**src/rtl/fdivsqrt_r4_iter.sv**
```systemverilog
// Radix-4 SRT mantissa divider iteration unit. It keeps an exact residual, picks one signed digit per
// cycle and builds the quotient on the fly in the U/UM pair, then hands out a truncated quotient plus sticky.
module fdivsqrt_r4_iter #(
  parameter  int WIDTH  = 16,
  parameter  int ITER   = 10,
  localparam int QWIDTH = 2 * ITER
) (
  input  logic              clk,
  input  logic              reset,
  input  logic              in_valid,
  output logic              in_ready,
  input  logic [WIDTH:0]    x,
  input  logic [WIDTH:0]    d,
  output logic              out_valid,
  input  logic              out_ready,
  output logic [QWIDTH-1:0] q,
  output logic              sticky,
  output logic              busy
);

  // Residual: sign, 3 integer bits and WIDTH+2 fraction bits, LSB weight 2^-(WIDTH+2).
  localparam int WW = WIDTH + 6;
  localparam int EW = WW + 2;
  localparam int CW = $clog2(ITER + 1);

  typedef enum logic [1:0] {S_IDLE, S_ITER, S_DONE} state_t;

  state_t            state_q, state_d;
  logic [WW-1:0]     w_q, w_d;
  logic [WIDTH:0]    d_q, d_d;
  logic [QWIDTH-1:0] u_q, u_d;
  logic [QWIDTH-1:0] um_q, um_d;
  logic [QWIDTH-1:0] mask_q, mask_d;
  logic [CW-1:0]     cnt_q, cnt_d;
  logic              bad_q, bad_d;
  logic              in_ready_q, in_ready_d;
  logic              out_valid_q, out_valid_d;
  logic              busy_q, busy_d;
  logic [QWIDTH-1:0] q_q, q_d;
  logic              sticky_q, sticky_d;

  logic signed [EW-1:0] w4, dv, half_d, three_half_d, sub_val, w_full;
  logic [3:0]           dig;
  logic [1:0]           u_val, um_val;
  logic [QWIDTH-1:0]    u_base, um_base, u_new, um_new;
  logic [WW-1:0]        w_new;

  // Digit selection and exact residual update; all compares are against the full-width residual.
  always_comb begin
    w4           = $signed({w_q, 2'b00});
    dv           = $signed({{(EW-WIDTH-3){1'b0}}, d_q, 2'b00});
    half_d       = dv >>> 1;
    three_half_d = dv + half_d;
    if (w4 >= three_half_d)       dig = 4'b1000;
    else if (w4 >= half_d)        dig = 4'b0100;
    else if (w4 >= -half_d)       dig = 4'b0000;
    else if (w4 >= -three_half_d) dig = 4'b0010;
    else                          dig = 4'b0001;
    case (dig)
      4'b1000: sub_val = dv <<< 1;
      4'b0100: sub_val = dv;
      4'b0010: sub_val = -dv;
      4'b0001: sub_val = -(dv <<< 1);
      default: sub_val = '0;
    endcase
    w_full = w4 - sub_val;
    w_new  = w_full[WW-1:0];
  end

  // On-the-fly conversion: the current digit slot is always zero in both U and UM, so ORing the
  // 2-bit slot value under the shifting mask replaces any carry-propagating add.
  always_comb begin
    case (dig)
      4'b1000: begin u_val = 2'd2; um_val = 2'd1; u_base = u_q;  um_base = u_q;  end
      4'b0100: begin u_val = 2'd1; um_val = 2'd0; u_base = u_q;  um_base = u_q;  end
      4'b0010: begin u_val = 2'd3; um_val = 2'd2; u_base = um_q; um_base = um_q; end
      4'b0001: begin u_val = 2'd2; um_val = 2'd1; u_base = um_q; um_base = um_q; end
      default: begin u_val = 2'd0; um_val = 2'd3; u_base = u_q;  um_base = um_q; end
    endcase
    u_new  = u_base  | ({QWIDTH{u_val[1]}}  & (mask_q << 1)) | ({QWIDTH{u_val[0]}}  & mask_q);
    um_new = um_base | ({QWIDTH{um_val[1]}} & (mask_q << 1)) | ({QWIDTH{um_val[0]}} & mask_q);
  end

  // Next-state and output logic for the IDLE -> ITER -> DONE sequence.
  always_comb begin
    state_d     = state_q;
    w_d         = w_q;
    d_d         = d_q;
    u_d         = u_q;
    um_d        = um_q;
    mask_d      = mask_q;
    cnt_d       = cnt_q;
    bad_d       = bad_q;
    in_ready_d  = in_ready_q;
    out_valid_d = out_valid_q;
    busy_d      = busy_q;
    q_d         = q_q;
    sticky_d    = sticky_q;
    case (state_q)
      S_IDLE: begin
        if (in_valid && in_ready_q) begin
          d_d        = d;
          w_d        = {{(WW-WIDTH-1){1'b0}}, x};
          u_d        = '0;
          um_d       = '0;
          cnt_d      = '0;
          mask_d     = {{(QWIDTH-1){1'b0}}, 1'b1} << (QWIDTH - 2);
          bad_d      = ~d[WIDTH];
          state_d    = S_ITER;
          in_ready_d = 1'b0;
          busy_d     = 1'b1;
        end
      end
      S_ITER: begin
        w_d    = w_new;
        u_d    = u_new;
        um_d   = um_new;
        mask_d = mask_q >> 2;
        cnt_d  = cnt_q + CW'(1);
        if (cnt_q == CW'(ITER - 1)) begin
          state_d     = S_DONE;
          busy_d      = 1'b0;
          out_valid_d = 1'b1;
          // A negative final residual means the last digit overshot by one ulp; UM is U minus one ulp.
          if (bad_q)           q_d = '0;
          else if (w_new[WW-1]) q_d = um_new;
          else                 q_d = u_new;
          sticky_d = bad_q | (w_new != '0);
        end
      end
      S_DONE: begin
        if (out_ready) begin
          state_d     = S_IDLE;
          out_valid_d = 1'b0;
          in_ready_d  = 1'b1;
        end
      end
      default: begin
        state_d     = S_IDLE;
        in_ready_d  = 1'b1;
        out_valid_d = 1'b0;
        busy_d      = 1'b0;
      end
    endcase
  end

  always_ff @(posedge clk) begin
    if (reset) begin
      state_q     <= S_IDLE;
      w_q         <= '0;
      d_q         <= '0;
      u_q         <= '0;
      um_q        <= '0;
      mask_q      <= '0;
      cnt_q       <= '0;
      bad_q       <= 1'b0;
      in_ready_q  <= 1'b1;
      out_valid_q <= 1'b0;
      busy_q      <= 1'b0;
      q_q         <= '0;
      sticky_q    <= 1'b0;
    end else begin
      state_q     <= state_d;
      w_q         <= w_d;
      d_q         <= d_d;
      u_q         <= u_d;
      um_q        <= um_d;
      mask_q      <= mask_d;
      cnt_q       <= cnt_d;
      bad_q       <= bad_d;
      in_ready_q  <= in_ready_d;
      out_valid_q <= out_valid_d;
      busy_q      <= busy_d;
      q_q         <= q_d;
      sticky_q    <= sticky_d;
    end
  end

  assign in_ready  = in_ready_q;
  assign out_valid = out_valid_q;
  assign busy      = busy_q;
  assign q         = q_q;
  assign sticky    = sticky_q;

endmodule

```
**config.mk**
```make
export PLATFORM = sky130hd
export DESIGN_NAME = fdivsqrt_r4_iter
export DESIGN_NICKNAME = d
export VERILOG_FILES = /design/src/rtl/fdivsqrt_r4_iter.sv
export SDC_FILE = /design/constraint.sdc
export NUM_CORES = 1
export LEC_CHECK = 0
export BUFFER_PORTS_ARGS = -buffer_cell sky130_fd_sc_hd__buf_2
export CORE_MARGIN = 4
export CORE_UTILIZATION = 45
export CTS_BUF_LIST = sky130_fd_sc_hd__clkbuf_4 sky130_fd_sc_hd__clkbuf_8 sky130_fd_sc_hd__clkbuf_16
export CTS_CLUSTER_DIAMETER = 40
export DETAILED_ROUTE_END_ITERATION = 16
export PLACE_DENSITY_LB_ADDON = 0.25
export SYNTH_ARGS = -nofsm -noshare
export SYNTH_HDL_FRONTEND = slang
export SYNTH_SLANG_ARGS = --single-unit
```
**constraint.sdc**
```tcl
create_clock -name clk -period 10.4 [get_ports clk]
set_input_delay 2.08 -clock clk [delete_from_list [all_inputs] [get_ports clk]]
set_output_delay 2.08 -clock clk [all_outputs]
set_load 0.01 [all_outputs]
```
==> results of run 1 <==
-- where the power goes --
group | internal, mW | switching [mW] | total (mW) | leakage, nW
sequential | 0.513 | 0.104 | 0.617 | 0.975
combinational | 0.991 | 1.86 | 2.85 | 3.59
clock | 0.360 | 0.245 | 0.605 | 0.285
-- kinds of logic after synthesis --
kind of cell	after synthesis
adders and majority gates	135
and+or+nand+nor	524
buffers and inverters	145
xor gates and xnor gates	57
AOI/OAI and AO/OA	403
DFF	120
muxes	14
-- path summary, 6_finish.rpt --
check                               to  cells after the start    from  slack [ns]
worst min register to register    q[7]                      2    q[7]        0.46
worst max register to register  sticky                     31  d_q[0]        0.94
worst min-delay path              q[7]                      2    q[7]        0.46
worst max-delay path            sticky                     31  d_q[0]        0.94
-- layout make-up --
type,instances,area (um^2),area share [%]
clock inverter,13,146,1.26
tap,313,392,3.37
timing repair buffer,77,428,3.69
multi-input combinational,1133,7550,65.0
sequential,120,2400,20.7
inverter,66,248,2.13
clock buffer,19,440,3.80
-- stage by stage --
stage	utilization, %	area [um^2]	total power [mW]
after global routing	50.9	11600	4.38
after floorplan	-	10500	2.73
final	50.9	11600	4.07
after detailed placement	48.4	11000	3.40
after CTS	50.9	11600	4.02
after global placement	48.4	11000	3.37
-- Yosys cell counts (all sizes together), types with 5 or more instances --
master,instances,area (um^2)
buf,16,81.3
ha,134,1680
nor2b,8,50.1
dfxtp,120,2400
mux2i,13,130
and2,7,46.3
a31oi,11,83.8
a221oi,5,43.8
and3,16,100
xor2,19,166
nand4,35,219
a211o,5,52.6
a21oi,136,681
a21o,17,128
o21a,12,90.1
nor4,6,52.6
a221o,12,120
o21ai,87,435
nand2,216,811
o22ai,11,68.8
nor2,80,300
inv,66,248
o211ai,29,318
nor3,32,165
a211oi,22,178
o31ai,5,37.5
a2bb2oi,11,96.3
xnor2,38,333
nand3,84,420
clkbuf,63,236
nand2b,14,87.6
-- layer usage --
layer / GRT usage, % / vias up / share of wire, %
met5: 0 / - / 0
met4: 8.02 / 0 / 2.7
met3: 3.77 / 63 / 6.3
met2: 39.6 / 359 / 46
met1: 32.3 / 4859 / 45
li1: - / 5136 / -
-- state kept, by name (all words and copies together), names as in the netlist --
name and count:
sticky 1, bad_q 1, mask_q 10, u_q 20, q 20, cnt_q 4
busy 1, out_valid 1, um_q 20, d_q 17, in_ready 1, state_q 2
w_q 22
-- worst min-delay path, stage by stage (launching register included) --
cell and delay (ns):
dfxtp_1 0.32, nand2_1 0.06, o211ai_2 0.05
==> run metrics, run 1 <==
mux contribution to synthesized area=between 1 and 1.5%; Root Buffer Master=clkbuf_16; worst skew pair latency=between 0.4 and 0.5 ns; Area growth, synth to finish=10.6%; EDFF count, synth=0; Tmin final=around 9.5 ns; worst vdd ir=roughly 0.29 mV; Synth cell types=79; number of buffers created by CTS=17; TritonCTS clock tree=built; vias in the first global route=slightly below 10,000; placed insts=~1,700; initial antenna violation count=0; DIE WIDTH=~160 um; Post-Synth XOR/XNOR Area=about 4.8%; Total Wirelength=about 32,000 um; clk slew on worst S/H paths=around 0.070 ns; syn_nets=roughly 1,600; leading cell type in the layout, fill and taps excluded=nand2_1; Worst Tran Pin Value=about 1.2 ns; Die Ht=around 160 um; FF+latch count, synth=120; share of layout cells above drive strength 1=roughly 11%; Compound-Gate Fraction of Synth Area=25.7%; ANT cells=0; num ports=62; Initial Util=~46%; max cap viols=0; Worst Path Arrival=slightly below 10 ns; first-pass GRT wire length=a little over 50,000 um; Finished Layout Cells=1,741; post-CTS setup buffers=0; setup TNS=0 ns; YS warnings=0; Final #Nets=~1,600; cell mode on critical path=a21o_1; Min-Delay Path Class=flop to flop; relative slew slack=~22%; H-tree depth=4; Vias/cell=approximately 6; FFs w/ async S/R, synth=0%; count of pins over their slew limit=0; Slowest-stage cell, CP=nand2_1; Hold Vio Cnt, Final=0; PD cells=roughly 350 mW/mm^2; CTS Sinks=120; FILL cells=between 2,000 and 2,500; Avg Cell Area, Syn=7.50 um^2; Setup Skew=between 0.02 and 0.025 ns; crit start category=flop; Initial DRC Count=around 940; Vias=~10,000; cell row count=55; Synth Flop Type=dfxtp_1; die area=approximately 0.026 mm^2; Worst EP required=10.71 ns; final setup violating endpoints=0; total gr overflow=0; PostCTS Resize Cnt=0; worst setup margin=~0.94 ns; Setup WS pre-CTS=between 1 and 1.5 ns; final period utilization=slightly above 90%; total iterations of the first detailed-routing run=5; crit-path max cell delay=about 0.53 ns; Routed WL per cell=around 18 um; routability cong.=0.907; WS Path Type=flop to flop; Final ANT Viol Nets=0; Post-DP HPWL=21,900 um; status=finished, final reports clean; most frequent cells in the layout=nand2_1, a21oi_1, ha_1, dfxtp_1; Critical Path End Type=flop; critical path's top delay family=compound AO/OA/AOI/OAI gates; CP max FO=18; gr usage total=about a quarter; Post-Synth Simple-Gate Area=about a quarter; Min Hold Slack=0.456 ns; Post-CTS Hold Fix Bufs=0; Adder-Cell Fraction of Synth Area=roughly 16%; DRC Markers=0; Clock Path Buffers=2; RSZ-0062 raised after global routing=false; PortBufs=61; sequential cell area fraction in the yosys report=between 20% and 30%; Max Freq=roughly 0.11 GHz; Core ar.=0.0228 mm^2; Cell Area, Synth=between 0.01 and 0.015 mm^2; pin count of the biggest net entering global routing=85; largest family of logic cells by synthesized area=compound AO/OA/AOI/OAI gates; CP bufs+invs=1; Post-Syn Instances=roughly 1,400; Lkg Pwr=roughly 4.8 nW
No activity file was read; power rests on OpenSTA's default activity.
==> inputs of run 2 (changes only) <==
--- a/config.mk
+++ b/config.mk
@@ -8,10 +8,9 @@
 export BUFFER_PORTS_ARGS = -buffer_cell sky130_fd_sc_hd__buf_2
 export CORE_MARGIN = 4
 export CORE_UTILIZATION = 45
-export CTS_BUF_LIST = sky130_fd_sc_hd__clkbuf_4 sky130_fd_sc_hd__clkbuf_8 sky130_fd_sc_hd__clkbuf_16
+export CTS_BUF_LIST = sky130_fd_sc_hd__clkbuf_8
 export CTS_CLUSTER_DIAMETER = 40
 export DETAILED_ROUTE_END_ITERATION = 16
-export PLACE_DENSITY_LB_ADDON = 0.25
 export SYNTH_ARGS = -nofsm -noshare
 export SYNTH_HDL_FRONTEND = slang
 export SYNTH_SLANG_ARGS = --single-unit
==> run 2 against run 1 <==
Clock power shrank 24%. Cell count about the same. Non-clock buffer count grew 1. Design area fell by 1.4%. Count of clock-buffer cells in the layout shrank 2. Maximum frequency increased by 1.5%. Sequential share of layout area increased by 0.30 points.
==> run metrics, run 2 (same netlist as run 1, synthesis figures left out) <==
status=finished, final reports clean; Design Power=between 3 and 4 mW; pin count of the biggest net entering global routing=between 60 and 70; Post-DP HPWL=between 20,000 and 25,000 um; Final ANT Viol Nets=0; Setup Skew=around 0.020 ns; Slowest-stage cell, CP=a2111oi_0; H-tree depth=4; DRC Markers=0; most frequent cells in the layout=nand2_1, a21oi_1, ha_1, dfxtp_1; initial antenna violation count=0; Die Ht=approximately 160 um; total gr overflow=0; cell mode on critical path=a21o_1; Vias=just over 10,000; WS Path Type=flop to flop; relative slew slack=37.4%; reg2reg setup slack=1.08 ns; gr usage total=~25%; crit start category=flop; routability cong.=0.920; dpl cell area=between 0.01 and 0.015 mm^2; reg2reg start=d_q[0]; post-CTS setup buffers=0; Max Freq=around 0.11 GHz; clk slew on worst S/H paths=around 0.09 ns; Worst Setup SP=d_q[0]; Lkg Pwr=~4.8 nW; post-route cell area=around 0.011 mm^2; max cap viols=0; Min-Delay Path Class=flop to flop; Root Buffer Master=clkbuf_8; Hold Vio Cnt, Final=0; count of pins over their slew limit=0; Routed WL per cell=approximately 19 um; Top reg by flops=w_q; Vias/cell=a little under 6; Initial Util=a little under half; Core ar.=approximately 0.023 mm^2; worst setup margin=between 1 and 1.5 ns; PostCTS Resize Cnt=0; Final #Nets=1,589; share of layout cells above drive strength 1=between 10% and 20%; number of buffers created by CTS=17; CTS Sinks=120; fin util=between 50% and 60%; CP max FO=23; Worst Path Arrival=between 9 and 10 ns; max reg flops=22; PD cells=between 300 and 400 mW/mm^2; final period utilization=around nine tenths; final setup violating endpoints=0; Worst Tran Pin Value=between 0.9 and 1 ns; total iterations of the first detailed-routing run=6; crit-path max cell delay=a little under 0.7 ns; vias in the first global route=around 10,000; Total Wirelength=about 32,000 um; TritonCTS clock tree=built; Area growth, synth to finish=9.04%; num ports=a little over 60; first-pass GRT wire length=about 52,000 um; leading cell type in the layout, fill and taps excluded=nand2_1; worst vdd ir=about 0.34 mV; cell row count=55; ANT cells=0; RSZ-0062 raised after global routing=false; die area=roughly 0.026 mm^2; FILL cells=between 2,000 and 2,500; hold path startpoint=q[4]; Critical Path End Type=flop; PortBufs=61; Post-CTS Hold Fix Bufs=0; DIE WIDTH=161 um; Clock Path Buffers=2; worst skew pair latency=approximately 0.45 ns; Setup WS pre-CTS=around 1.3 ns; Tmin final=about 9.3 ns; Worst EP required=10.72 ns; setup TNS=0 ns; Initial DRC Count=934
## run 2: cell types whose count changed in the layout (fill, tap and decap cells not counted)
cell	previous run	this run
buf_4	17	18
bufinv_16	2	3
clkbuf_16	17	0
clkbuf_4	2	0
clkbuf_8	0	17
clkinv_4	4	5
clkinvlp_4	2	3
inv_1	66	67
inv_6	3	1
## run 2: critical path: cells and delay by family, from the launching register on
kind,cells,cell delay (ns)
AO/OA/AOI/OAI,16,4.13
AND/OR/NAND/NOR,8,2.26
adder cells (fa/ha/maj),4,1.33
buffers and inverters,3,0.56
flip-flops,1,0.45
XOR/XNOR,1,0.40
## run 2: path summary, 6_finish.rpt
check                              to  cells past startpoint
worst max register to register  q[12]                     32
worst max-delay path            q[12]                     32
worst min register to register   q[4]                      2
worst min-delay path             q[4]                      2
## run 2: metal layers
layer | GRT usage, % | up-vias | wire length, um
met2 | 40.3 | 299 | 14700
li1 | - | 5124 | -
met3 | 3.90 | 41 | 1850
met4 | 6.49 | 0 | 590
met1 | 34.2 | 4861 | 15300
met5 | 0 | - | 0
## run 2: layout make-up
class	instances	area [um^2]	area share [%]
multi-input combinational	1133	7550	66.0
sequential	120	2400	21.0
timing repair buffer	78	435	3.81
tap	313	392	3.42
inverter	66	248	2.17
clock buffer	17	234	2.05
clock inverter	15	179	1.56
## run 2: power by group
part	leakage, nW	switching (mW)	internal, mW
Sequential	0.975	0.104	0.512
Combinational	3.59	1.87	0.994
Clock	0.203	0.223	0.238
Total	4.77	2.20	1.74
## run 2: stage by stage
step           hold WS, ns  cells
6_report             0.464   1742
5_1_grt              0.499   1742
4_1_cts              0.468   1742
3_5_place_dp         0.442   1710
3_3_place_gp         0.443   1710
2_1_floorplan        0.429   1398
